$ cat config.mk
export PLATFORM = sky130hd
export DESIGN_NAME = vector_alu_exec
export DESIGN_NICKNAME = d
export VERILOG_FILES = /design/src/rtl/vector_alu_exec.sv
export SDC_FILE = /design/constraint.sdc
export NUM_CORES = 1
export LEC_CHECK = 0
export ABC_CLOCK_PERIOD_IN_PS = 8300
export CORE_MARGIN = 5
export CORE_UTILIZATION = 36
export DETAILED_ROUTE_END_ITERATION = 10
export PLACE_DENSITY = 0.54
export SLEW_MARGIN = 0
export SYNTH_ARGS = -nofsm -noshare
export SYNTH_HDL_FRONTEND = slang
export SYNTH_SLANG_ARGS = --single-unit
$ cat constraint.sdc
create_clock -name clk -period 8.3 [get_ports clk]
set_input_delay 2.075 -clock clk [delete_from_list [all_inputs] [get_ports clk]]
set_output_delay 2.075 -clock clk [all_outputs]
set_load 0.03 [all_outputs]
$ cat src/rtl/vector_alu_exec.sv
// Lane-wise unsigned vector ALU with single-cycle ops and a
// sequential MUL that computes one lane per clock.
module vector_alu_exec #(
   parameter int VEC_W  = 64,
   parameter int LANE_W = 8
) (
   input  logic             clk,
   input  logic             rst_n,
   input  logic             in_valid,
   output logic             in_ready,
   input  logic [2:0]       op,
   input  logic [2:0]       dir_dst,
   input  logic [VEC_W-1:0] vA,
   input  logic [VEC_W-1:0] vB,
   output logic [VEC_W-1:0] data,
   output logic [2:0]       dir_esc,
   output logic             signal_esc
);

   localparam int NLANES = VEC_W / LANE_W;
   localparam int CW = (NLANES > 1) ? $clog2(NLANES) : 1;
   localparam int SW = (LANE_W > 1) ? $clog2(LANE_W) : 1;
   localparam logic [2:0] OP_MUL = 3'b110;

   typedef enum logic {S_IDLE, S_MUL} state_t;

   state_t            state_q;
   state_t            state_d;
   logic [CW-1:0]     cnt;
   logic [VEC_W-1:0]  a_q;
   logic [VEC_W-1:0]  b_q;
   logic [2:0]        dst_q;
   logic [VEC_W-1:0]  acc;
   logic [VEC_W-1:0]  alu_res;
   logic [VEC_W-1:0]  mul_next;
   logic [LANE_W-1:0] lane_prod;
   logic              accept;
   logic              last;

   function automatic logic [LANE_W-1:0] lane_op(
      input logic [2:0]        f,
      input logic [LANE_W-1:0] a,
      input logic [LANE_W-1:0] b
   );
      logic [LANE_W:0]     s;
      logic [2*LANE_W-1:0] p;
      s = {1'b0, a} + {1'b0, b};
      p = {{LANE_W{1'b0}}, a} * {{LANE_W{1'b0}}, b};
      case (f)
         3'b000:  lane_op = s[LANE_W-1:0];
         3'b001:  lane_op = a - b;
         3'b010:  lane_op = a & b;
         3'b011:  lane_op = a | b;
         3'b100:  lane_op = a ^ b;
         3'b101:  lane_op = s[LANE_W] ? '1 : s[LANE_W-1:0];
         3'b110:  lane_op = p[LANE_W-1:0];
         default: lane_op = a << b[SW-1:0];
      endcase
   endfunction

   assign accept = in_valid & in_ready;
   assign last   = (cnt == CW'(NLANES - 1));

   // Single-cycle result for every lane of the live operands
   always_comb begin
      alu_res = '0;
      for (int i = 0; i < NLANES; i++)
         alu_res[i*LANE_W +: LANE_W] =
            lane_op(op, vA[i*LANE_W +: LANE_W], vB[i*LANE_W +: LANE_W]);
   end

   // Product of the lane selected by the counter merged into acc
   always_comb begin
      lane_prod = lane_op(OP_MUL,
                          a_q[LANE_W*int'(cnt) +: LANE_W],
                          b_q[LANE_W*int'(cnt) +: LANE_W]);
      mul_next = acc;
      mul_next[LANE_W*int'(cnt) +: LANE_W] = lane_prod;
   end

   // FSM state register
   always_ff @(posedge clk or negedge rst_n) begin
      if (!rst_n) state_q <= S_IDLE;
      else        state_q <= state_d;
   end

   // FSM next-state logic
   always_comb begin
      state_d = state_q;
      case (state_q)
         S_IDLE:  if (accept && op == OP_MUL) state_d = S_MUL;
         S_MUL:   if (last) state_d = S_IDLE;
         default: state_d = S_IDLE;
      endcase
   end

   // FSM outputs
   always_comb begin
      in_ready = (state_q == S_IDLE);
   end

   // Operand capture, lane stepping and write-back registers
   always_ff @(posedge clk or negedge rst_n) begin
      if (!rst_n) begin
         cnt        <= '0;
         a_q        <= '0;
         b_q        <= '0;
         dst_q      <= '0;
         acc        <= '0;
         data       <= '0;
         dir_esc    <= '0;
         signal_esc <= 1'b0;
      end else begin
         signal_esc <= 1'b0;
         if (accept) begin
            if (op == OP_MUL) begin
               a_q   <= vA;
               b_q   <= vB;
               dst_q <= dir_dst;
               cnt   <= '0;
            end else begin
               data       <= alu_res;
               dir_esc    <= dir_dst;
               signal_esc <= 1'b1;
            end
         end else if (state_q == S_MUL) begin
            acc <= mul_next;
            if (last) begin
               data       <= mul_next;
               dir_esc    <= dst_q;
               signal_esc <= 1'b1;
               cnt        <= '0;
            end else begin
               cnt <= cnt + 1'b1;
            end
         end
      end
   end

endmodule

==> flow_summary.yaml, run 1 <==
sta:
  slew_headroom_pct: 18.2
  fin_setup_tns_ns: 0
  rsz0062_at_grt: "no"
  hold_viol_final: 0
  tightest_slew_ns: 1.23
  timing.fmax_mhz: 152
  skew_ns: 0.0197
  final-setup-viol-count: 0
  min_period_ns: 6.58
  finalMaxSlewViolations: 0
  timing.final.crit_share_pct: 79.3
  fin_hold_ws_ns: 0.471
final_layout:
  nets: 3140
  final_cells: 3570
  seq_area_mm2: 0.00668
  final_common_cell: "nand2_1"
  multiInputGateArea_mm2: 0.0140
  layout-drive-gt1-share_pct: 7.25
  fillers: 6059
  syn2layout_area_growth_pct: 18.1
  mostFrequentLayoutCells: "404 x nand2_1, 375 x o21ai_0, 266 x dfrtp_1, 224 x inv_1, 215 x ha_1"
setup_path:
  endpoint_kind: "register"
  required_ns: 8.77
  path_cells: "buf_4 -> mux4_2 -> mux2i_1 -> nor2_1 -> fa_1 -> ha_1 -> fa_1 -> inv_1 -> fa_1 -> inv_1 -> ha_1 -> xnor2_1 -> nand2_1 -> o21ai_0 -> o32ai_1 -> o21ai_0"
  r2r_cells: 16
  crit_top_cell: "fa_1"
  r2r_setup_slack_ns: 1.72
  cp-start-kind: "register"
  crit_cells: 16
  crit_buf_inv: 3
  worstSetupPathType: "reg2reg"
  critPathSlowestCell: "dfrtp_2"
  cp_top_family: "adder cells"
  arrival_ns: 7.04
  cp_max_fo: 40
  slowest_delay_ns: 1.10
yosys:
  synth-edff-count: 0
  synth_cell_type_count: 78
  syn-num-nets: 3009
  ys.flop_type: "dfrtp_1"
  ys_seq_elements: 267
  synth_area_mm2: 0.0221
  synth_warnings: 0
  synth_area_per_cell_um2: 8.41
  synthArstFlopShare_pct: 100
  yosysSeqAreaShare_pct: 30.2
  netlist_instances: 2629
die:
  die_w_um: 258
  io_pins: 206
  core-area_mm2: 0.0606
  die_y_um: 258
  start_util_pct: 36.5
  die_area_mm2: 0.0665
  rows: 90
grt:
  grt_usage_pct: 28.5
  gr-total-overflow: 0
  grt_pass1_wl_um: 142000
  grt_max_degree: 231
  grt_pass1_vias: 20300
  grt_antenna_before_repair: 4
routing:
  drc: 0
  vias_per_cell: 5.82
  wl_per_cell_um: 27.3
  dr.pass1.iters: 6
  drt-total-wl_um: 97400
  drt-initial-drc-count: 2024
  dr_total_vias: 20800
  ant_nets: 0
clocking:
  holdBufCountCts: 0
  insertion_delay_ns: 0.55
  cts.htree.levels: 2
  cts_tree: "built"
  cts_root_buf: "clkbuf_16"
  cts_setup_buffers: 0
  cts.path.max_buffers: 3
  cts_buffers: 36
  post_cts_resized: 0
  cts_sinks: 267
  path_clk_slew_ns: 0.07
place:
  dp_hpwl_um: 75700
  port_buffers: 205
  gp_congestion: 0.958
  dp.cells: 3504
pwr:
  p_leak_nw: 11.9
  total_power_w: 0.00911
  ir_worst_vdd_mv: 0.568
  power_density_mw_per_mm2: 349
worst_hold_path:
  hp-class: "reg2reg"
  holdPathStages: 2
run:
  max_cap_viol_count: 0
status:
  status: "finished, final reports clean"
==> worst min-delay path, cell delays in order, from the launching register on <==
cell and delay (ns):
dfrtp_1 0.34, nand2_1 0.05, nand2_1 0.05
==> synthesized netlist by cell type, types with 7 or more instances <==
master	count	area (um^2)
a31oi_1	10	62.6
mux2i_1	85	851
or2_2	7	43.8
fa_1	28	561
buf_1	16	60.1
o311ai_0	8	70.1
inv_1	224	841
a22o_1	7	61.3
dfrtp_1	267	6680
a21oi_1	161	806
o211a_1	10	100
ha_1	215	2690
o21ba_2	7	70.1
xor2_1	23	201
nor2b_1	10	62.6
mux4_2	48	1080
o21ai_0	375	1880
nand2_1	404	1520
o21ai_1	8	40.0
a221oi_1	23	201
o211ai_1	35	263
o32ai_1	24	210
clkinv_1	8	30.0
a21o_1	42	315
a32oi_1	7	61.3
nand2b_1	19	119
o22ai_1	33	206
nor3_1	24	120
mux2_2	10	113
a211oi_1	21	158
o21bai_1	18	135
nor2_1	149	559
nand3_1	25	125
o41ai_1	10	87.6
nor4_1	7	43.8
clkbuf_1	125	469
a22oi_1	14	105
xnor2_1	39	342
==> power breakdown <==
group	switching (W)	internal (W)
logic	0.00312	0.00183
registers	0.000661	0.00187
clock network	0.000665	0.000973
total	0.00444	0.00467
==> through the flow <==
| step | util [%] | setup slack [ns] | instance area, um^2 |
|---|---|---|---|
| 3_3_place_gp | 41.0 | 1.87 | 24800 |
| 6_report | 43.1 | 1.72 | 26100 |
| 2_1_floorplan | - | 3.01 | 22100 |
| 3_5_place_dp | 41.0 | 1.78 | 24900 |
| 5_1_grt | 43.1 | 1.39 | 26100 |
| 4_1_cts | 43.1 | 1.78 | 26100 |
==> cell type report <==
type	count	share of cell area, %
Antenna cell	1	0.00959
Inverter	234	3.37
Multi-Input combinational cell	1977	53.6
Tap cell	782	3.75
Sequential cell	267	25.6
Timing Repair Buffer	244	9.01
Clock buffer	45	3.90
Clock inverter	20	0.810
==> registers in the layout, summed over array words and instances (netlist names) <==
signal      count
dst_q           3
b_q            64
state_q         1
cnt             3
data           64
dir_esc         3
signal_esc      1
a_q            64
acc            64
==> logic make-up (layout without fill, tap and decap cells) <==
| group | count (synthesis) | after routing | share of synthesized area (%) |
|---|---|---|---|
| muxes | 147 | 147 | 9.62 |
| buffers and inverters | 385 | 543 | 6.74 |
| AOI/OAI and AO/OA | 859 | 859 | 23.7 |
| DFF | 267 | 267 | 30.2 |
| adders and majority gates | 243 | 243 | 14.7 |
| other | 0 | 1 | 0 |
| xor gates and xnor gates | 64 | 64 | 2.69 |
| and+or+nand+nor | 664 | 664 | 12.3 |
==> path summary, 6_finish.rpt <==
path / startpoint / end
min in group asynchronous: rst_n / signal_esc$_DFF_PN0_
min: data[16]$_DFFE_PN0P_ / data[16]$_DFFE_PN0P_
max in group asynchronous: rst_n / a_q[0]$_DFFE_PN0P_
max reg2reg: cnt[0]$_DFFE_PN0P_ / data[14]$_DFFE_PN0P_
min reg2reg: data[16]$_DFFE_PN0P_ / data[16]$_DFFE_PN0P_
max: cnt[0]$_DFFE_PN0P_ / data[14]$_DFFE_PN0P_
==> layer usage <==
| metal | vias to the layer above | share of wire, % | global-route usage [%] | routed length, um |
|---|---|---|---|---|
| met4 | 0 | 6.2 | 14.6 | 6040 |
| met1 | 10200 | 43 | 38.4 | 41800 |
| li1 | 9492 | - | - | - |
| met3 | 194 | 6.5 | 4.00 | 6280 |
| met5 | - | 0 | 0 | 0 |
| met2 | 855 | 44 | 44.8 | 43200 |
Power figures use the tool's default switching activity.
==> run 2, diff against run 1 <==
ABC_CLOCK_PERIOD_IN_PS = 6350   (was 8300)
clock period = 6.35 ns   (was 8.3 ns; I/O delays follow)
==> run 2 against run 1 <==
Against the previous run:
- clock power is 29% higher
- hold slack worse by 0.0037 ns
- final area is 0.86% higher
- non-clock buffer count is 32 higher
==> flow_summary.yaml, run 2 (synthesized netlist as in run 1, its figures left out) <==
clocking:
  cts_root_buf: "clkbuf_16"
  post_cts_resized: 0
  path_clk_slew_ns: 0.06
  cts_buffers: 35
  holdBufCountCts: 0
  cts_sinks: 267
  cts_tree: "built"
  insertion_delay_ns: 0.56
  cts_setup_buffers: 0
  cts.htree.levels: 2
  cts.path.max_buffers: 3
grt:
  grt_antenna_before_repair: 10
  grt_pass1_wl_um: 145000
  grt_max_degree: 112
  grt_pass1_vias: 20700
  gr-total-overflow: 0
  grt_usage_pct: 29.2
final_layout:
  final_common_cell: "nand2_1"
  layout-drive-gt1-share_pct: 7.92
  nets: 3171
  fillers: 6086
  multiInputGateArea_mm2: 0.0140
  mostFrequentLayoutCells: "404 x nand2_1, 375 x o21ai_0, 266 x dfrtp_1, 224 x inv_1, 215 x ha_1"
  syn2layout_area_growth_pct: 19.1
  seq_area_mm2: 0.00668
  final_cells: 3600
setup_path:
  crit_start: "cnt[0]$_DFFE_PN0P_"
  cp-start-kind: "register"
  reg2reg_from: "cnt[0]$_DFFE_PN0P_"
  crit_top_cell: "fa_1"
  cp_max_fo: 22
  slowest_delay_ns: 0.78
  endpoint_kind: "register"
  critPathSlowestCell: "dfrtp_2"
  path_cells: "mux4_2 -> mux2i_1 -> nor2_1 -> fa_1 -> fa_1 -> ha_1 -> inv_1 -> fa_1 -> inv_1 -> ha_1 -> a21o_1 -> a21oi_1 -> xnor2_1 -> xnor2_1 -> xnor2_4 -> mux2_2 -> o22ai_1 -> a21oi_1"
  required_ns: 6.74
  arrival_ns: 6.18
  worstSetupPathType: "reg2reg"
place:
  gp_congestion: 0.936
  port_buffers: 205
  dp.cells: 3536
  place_ws_ns: 0.612
  dp_hpwl_um: 77300
die:
  start_util_pct: 36.5
  die_area_mm2: 0.0665
  die_y_um: 258
  io_pins: 206
  die_w_um: 258
  rows: 90
  core-area_mm2: 0.0606
routing:
  ant_nets: 0
  vias_per_cell: 5.85
  drt-total-wl_um: 99500
  drc: 0
  dr.pass1.iters: 7
  dr_total_vias: 21100
  drt-initial-drc-count: 2240
  wl_per_cell_um: 27.6
sta:
  skew_ns: 0.0278
  timing.final.crit_share_pct: 91.2
  final-setup-viol-count: 0
  finalMaxSlewViolations: 0
  min_period_ns: 5.79
  slew_headroom_pct: 14.2
  rsz0062_at_grt: "no"
  tightest_slew_ns: 1.27
  setup_ws_ns: 0.556
  timing.fmax_mhz: 173
  hold_viol_final: 0
  fin_setup_tns_ns: 0
pwr:
  ir_worst_vdd_mv: 0.454
  clkPwrFrac_pct: 17.4
  p_sw_w: 0.00584
  p_seq_share_pct: 26.6
  p_leak_nw: 12.0
  sw_frac_of_total_pct: 48.2
  p_comb_share_pct: 56.0
  p_int_w: 0.00627
  power_density_mw_per_mm2: 460
status:
  status: "finished, final reports clean"
worst_hold_path:
  hp-class: "reg2reg"
  hold_start: "data[40]$_DFFE_PN0P_"
run:
  max_cap_viol_count: 0
-- run 2: cell types whose count changed in the layout (fill, tap and decap cells not counted), moves of 2 or more --
cell,before,now
inv_6,4,0
bufinv_16,3,5
buf_12,1,4
buf_4,39,68
clkinv_2,9,4
clkbuf_1,3,8
clkinvlp_4,1,5
diode_2,1,3
clkbuf_8,4,1
-- run 2: final cells by class --
| type | instances | area share (%) |
|---|---|---|
| tap | 782 | 3.72 |
| clock inverter | 15 | 0.822 |
| clock buffer | 46 | 3.68 |
| inverter | 234 | 3.34 |
| antenna | 3 | 0.0285 |
| timing repair buffer | 276 | 9.98 |
| sequential | 267 | 25.4 |
| multi-input combinational | 1977 | 53.0 |
-- run 2: worst paths after layout --
path / to / slack (ns) / cells past startpoint
max: data[39]$_DFFE_PN0P_ / 0.56 / 18
min: data[40]$_DFFE_PN0P_ / 0.47 / 2
max reg2reg: data[39]$_DFFE_PN0P_ / 0.56 / 18
min reg2reg: data[40]$_DFFE_PN0P_ / 0.47 / 2
max in group asynchronous: b_q[1]$_DFFE_PN0P_ / 4.05 / 2
min in group asynchronous: signal_esc$_DFF_PN0_ / 1.11 / 1
-- run 2: critical path, delay by kind of cell (launching register included) --
kind	cells	cell delay, ns
AO/OA/AOI/OAI	4	0.58
AND/OR/NAND/NOR	1	0.13
XOR/XNOR	3	0.66
adder cells (fa/ha/maj)	5	2.02
buffers and inverters	2	0.09
flip-flops	1	0.78
multiplexers	3	1.37
-- run 2: per-layer routing --
layer | up-vias | share of wire [%] | GRT usage, %
li1 | 9554 | - | -
met1 | 10400 | 43 | 39.9
met2 | 900 | 46 | 47.0
met3 | 181 | 6.6 | 4.22
met4 | 8 | 4.6 | 11.4
met5 | - | 0.048 | 0
-- run 2: power groups by stage --
| stage | Sequential [W] | Combinational, W | Clock (W) |
|---|---|---|---|
| after global routing | 0.00328 | 0.00734 | 0.00219 |
| after CTS | 0.00320 | 0.00677 | 0.00213 |
| after global placement | 0.00322 | 0.00669 | 0 |
| after floorplan | 0.00313 | 0.00390 | 0 |
| after detailed placement | 0.00321 | 0.00674 | 0 |
| final | 0.00322 | 0.00678 | 0.00211 |
-- run 2: stage by stage --
stage | utilization, % | total power [W] | hold slack, ns | area, um^2
2_1_floorplan | - | 0.00703 | 0.443 | 22100
3_3_place_gp | 41.5 | 0.00991 | 0.454 | 25100
3_5_place_dp | 41.5 | 0.00995 | 0.456 | 25100
4_1_cts | 43.4 | 0.0121 | 0.469 | 26300
5_1_grt | 43.4 | 0.0128 | 0.484 | 26300
6_report | 43.4 | 0.0121 | 0.468 | 26300
==> run 3, diff against run 2 <==
ABC_AREA = 0   (was not set)
==> results of run 3 <==
Same layout as run 2: the final DEF is identical, and so are final timing and power.
==> edit 1: new RTL, settings of run 2 <==
The parameter `LANE_W` goes from 8 to 4.
--- a/src/rtl/vector_alu_exec.sv
+++ b/src/rtl/vector_alu_exec.sv
@@ -2,7 +2,7 @@
 // sequential MUL that computes one lane per clock.
 module vector_alu_exec #(
    parameter int VEC_W  = 64,
-   parameter int LANE_W = 8
+   parameter int LANE_W = 4
 ) (
    input  logic             clk,
    input  logic             rst_n,
Check against the original RTL: not equivalent (a bounded check fails within 4 cycles, from zero or initial values and one cycle with rst_n low).
==> edit 1 against run 2 <==
Sequential cell count grew 1. Combinational power shrank 19%. Area after synthesis shrank 6.4%. Total power shrank 10%. Die area shrank 6.1%. Final area shrank 5.4%. Setup slack gained 550 ps. Wire length shrank 16%. Sequential share of layout area grew 1.6 points. Highest routed layer unchanged.
==> edit 1: results (changes against run 2) <==
WHS Endpoint data[30]$_DFFE_PN0P_; Worst Tran Pin Value 1243 ps (-24.05 ps); status completed; met2 wire len 36.46 mm (-20%); Non-clock buffer share 0.09942 (-0.0004117); Max VDD drop 0.0005627 V (+24%); comb_multi_in 1,595 (-19%); initial DRC count 1,638 (-27%); worst hold slack 479.5 ps (+11.88 ps); WL met3 8.282 mm (+26%); inverters 188 (-20%); WP data arrival 5640 ps (-540 ps); routing usage on met2 0.3957 (-0.07465); Top Family by Delay on Critical Path XOR/XNOR gates; Seq pwr share 0.291 (+0.025); crit-path max cell delay 880 ps (+100 ps); Initial DRT Pass Iterations 5 (-2); hold_sp data[30]$_DFFE_PN0P_; largest net degree at the start of global routing 135 (+21%); R2R depth 16 (-2); met3 Use GR 0.08641 (+0.04421); post-synthesis cell type count 81 (+3.8%); Synth top cells by count 268 x dfrtp_1, 199 x ha_1, 187 x inv_1; DR vias 18,226 (-14%); met1 wire length 35.97 mm (-16%); xor/xnor share of the synthesized area 0.01221 (-0.01468); first-pass GRT wire length 122.6 mm (-15%); layout cells sized above 1 0.1372 (+0.05797); area post-placement 23,650 µm² (-5.9%); Syn Area/Cell 9.538 µm² (+13%); clock skew 26.99 ps (-0.8128 ps); CP Max Fanout 25 (+14%); Logic power comb 5.52 mW (-19%); complex-gate fraction of the synthesized area 0.1874 (-0.05000); clk tree area frac 0.05001 (+0.004945); Die ar. 62,390 µm² (-6.1%); Clock Sinks 268 (+0.37%); Reg area 6709 µm² (+0.39%); Tot GR Track Use 0.2612 (-0.03095); drt total wl 84.01 mm (-16%); Post-DP HPWL 62.07 mm (-20%); fraction of area in multi-input gates 0.5146 (-0.01575); Int Pwr 5.991 mW (-4.5%); fin cells 3,126 (-13%); diode count 1 (-2); Non-clock buffers 254 (-8.0%)
edit 1: cell types whose count changed in the layout (fill, tap and decap cells not counted), sizes merged, moves of 24 or more:
cell   before  now
nand2     407  184
o22ai      33    7
o21ai     383  159
inv       226  190
xnor2      40   16
mux2       10  154
edit 1: worst max path at each step:
stage | from | end | cells past startpoint
2_1_floorplan | cnt[0]$_DFFE_PN0P_ | data[59]$_DFFE_PN0P_ | 17
4_1_cts | cnt[0]$_DFFE_PN0P_ | data[27]$_DFFE_PN0P_ | 16
3_5_place_dp | cnt[0]$_DFFE_PN0P_ | data[27]$_DFFE_PN0P_ | 16
5_1_grt | cnt[0]$_DFFE_PN0P_ | data[31]$_DFFE_PN0P_ | 16
3_3_place_gp | cnt[0]$_DFFE_PN0P_ | data[23]$_DFFE_PN0P_ | 16
6_report | cnt[0]$_DFFE_PN0P_ | data[27]$_DFFE_PN0P_ | 16
==> edit 2: new RTL, settings of run 2 <==
Made on the original files. Reset style: synchronous (`rst_n`), changed in 2 clocked blocks.
--- a/src/rtl/vector_alu_exec.sv
+++ b/src/rtl/vector_alu_exec.sv
@@ -79,7 +79,7 @@
    end
 
    // FSM state register
-   always_ff @(posedge clk or negedge rst_n) begin
+   always_ff @(posedge clk) begin
       if (!rst_n) state_q <= S_IDLE;
       else        state_q <= state_d;
    end
@@ -100,7 +100,7 @@
    end
 
    // Operand capture, lane stepping and write-back registers
-   always_ff @(posedge clk or negedge rst_n) begin
+   always_ff @(posedge clk) begin
       if (!rst_n) begin
          cnt        <= '0;
          a_q        <= '0;
Behaviour: not the same (Yosys sat finds a counterexample within 4 cycles, from zero or initial values and one cycle with rst_n low; the reset may be asserted at any time).
==> edit 2 against run 2 <==
Wire length fell by 2.1%. Cell count is 5.5% higher. Area after synthesis up 0.98%. Final area grew 0.29%. Sequential cell count did not move. First-iteration DRC count is 5.4% higher. Setup slack got worse by 31 ps. Clock skew increased by 1.2 ps. Count of clock-buffer cells in the layout rose by 1. Fmax down 0.53%.
Power is not compared: it rests on default switching activity, and its combinational part moved more than twofold at a synthesized area within 25%.
==> edit 2: results (changes against run 2) <==
dpl cells 3,735 (+5.6%); Final GP Congestion 0.9496 (+1.4%); initial DRC count 2,360 (+5.4%); R2R depth 19 (+1); Seq/Total Area, Yosys 0.2395 (-0.06280); Tot GR Track Use 0.2786 (-0.01355); Max VDD drop approximately 0.00014 V; CP startpoint cnt[0]$_SDFFE_PN0P_; area post-placement 25,290 µm² (+0.66%); Primary FF master, synth dfxtp_1; worst slack, placed 516.8 ps (-94.91 ps); Hold Path Class flop to flop; status completed; drt total wl 97.47 mm (-2.1%); CP Max Fanout 21 (-4.5%); Initial DRT Pass Iterations 6 (-1); R2R setup slack 530 ps (-30 ps); worst hold slack 464.6 ps (-3.084 ps); fillcell total 6,218 (+2.2%); DR vias 22,013 (+4.5%); Syn Area/Cell 7.971 µm² (-5.2%); first-pass GRT wire length 141.3 mm (-2.5%); clock skew 29.02 ps (+1.217 ps); layout cells sized above 1 0.07773 (-0.001490); Async SR Flop Fraction 0 (-1.000); initial antenna violation count 5 (-5); Worst Tran Pin Value 987.4 ps (-279.7 ps); R2R Path End data[47]$_SDFFE_PN0P_; Synth top cells by count 514 x nand2_1, 267 x dfxtp_1, 215 x ha_1; drt via density 5.797 (-0.96%); Syn. warnings 0 (unchanged); nets 3,315 (+4.5%); Syn Nets 3,180 (+5.7%); WP data arrival 6290 ps (+110 ps); synth top area cells dfxtp_1 24%, ha_1 12%, nand2_1 8.6%; fin worst setup slack 525.4 ps (-31.08 ps); largest net degree at the start of global routing 99 (-12%); Post-CTS Setup Bufs 0 (unchanged); total CTS buffers 35 (unchanged); Post-DP HPWL 75.57 mm (-2.3%)
edit 2: changes by cell type after synthesis, sizes merged, moves of 26 or more:
cell | run 2 | this run
a21boi | 1 | 175
nand2 | 407 | 514
dfxtp | 0 | 267
dfrtp | 267 | 0
o21ai | 383 | 169
o221ai | 5 | 31
and2 | 3 | 54
edit 2: where the power goes:
| part | internal, mW | total (mW) | switching, mW | leakage (nW) |
|---|---|---|---|---|
| sequential | 1.72 | 1.77 | 0.0429 | 2.17 |
| combinational | 0.531 | 1.41 | 0.876 | 7.74 |
| clock | 1.12 | 1.95 | 0.829 | 0.535 |
edit 2: final cells by class:
cell class / count / area, µm² / area share
Antenna cell: 1 / 2.502 / 0.00009480
Clock buffer: 47 / 1003 / 0.03802
Clock inverter: 14 / 97.59 / 0.003697
Inverter: 209 / 784.5 / 0.02972
Multi-Input combinational cell: 2150 / 15530 / 0.5885
Sequential cell: 267 / 5346 / 0.2026
Tap cell: 837 / 1047 / 0.03968
Timing Repair Buffer: 272 / 2581 / 0.09779
edit 2: cell families (layout without fill, tap and decap cells):
family | after synthesis | in the layout | synth area share
AOI/OAI and AO/OA | 861 | 861 | 0.2630
and+or+nand+nor | 849 | 849 | 0.1611
buffers and inverters | 383 | 542 | 0.06671
DFF | 267 | 267 | 0.2395
adders and majority gates | 243 | 243 | 0.1456
muxes | 135 | 135 | 0.09883
xor gates and xnor gates | 62 | 62 | 0.02528
other | 0 | 1 | 0
edit 2: critical path, stage by stage, from the launching register on:
cell and delay, ps:
dfxtp_2 770, buf_4 380, mux4_2 530, mux2i_1 360, nor2_1 110, fa_1 410
fa_1 480, ha_1 300, inv_1 50, fa_1 470, inv_1 40, ha_1 330
a21o_1 200, a21oi_1 180, xnor2_1 160, xnor2_1 150, xnor2_1 90, buf_4 210
o311a_1 370, a211oi_1 160
edit 2: how the worst min path moves through the flow:
stage                     startpoint                    end  cells after the start
5_1_grt        data[33]$_SDFFE_PN0P_  data[33]$_SDFFE_PN0P_                      2
2_1_floorplan   a_q[16]$_SDFFE_PN0P_   a_q[16]$_SDFFE_PN0P_                      2
4_1_cts         a_q[27]$_SDFFE_PN0P_   a_q[27]$_SDFFE_PN0P_                      2
3_5_place_dp    a_q[27]$_SDFFE_PN0P_   a_q[27]$_SDFFE_PN0P_                      2
3_3_place_gp   dst_q[0]$_SDFFE_PN0P_  dst_q[0]$_SDFFE_PN0P_                      2
6_report        a_q[27]$_SDFFE_PN0P_   a_q[27]$_SDFFE_PN0P_                      2
edit 2: metal layers:
metal | routed length, µm | vias to the layer above | global-route usage
met5 | 41 | - | 0
met4 | 3884 | 6 | 0.09872
met3 | 6904 | 192 | 0.04503
met2 | 42220 | 948 | 0.4217
met1 | 44410 | 10747 | 0.4018
li1 | - | 10120 | -
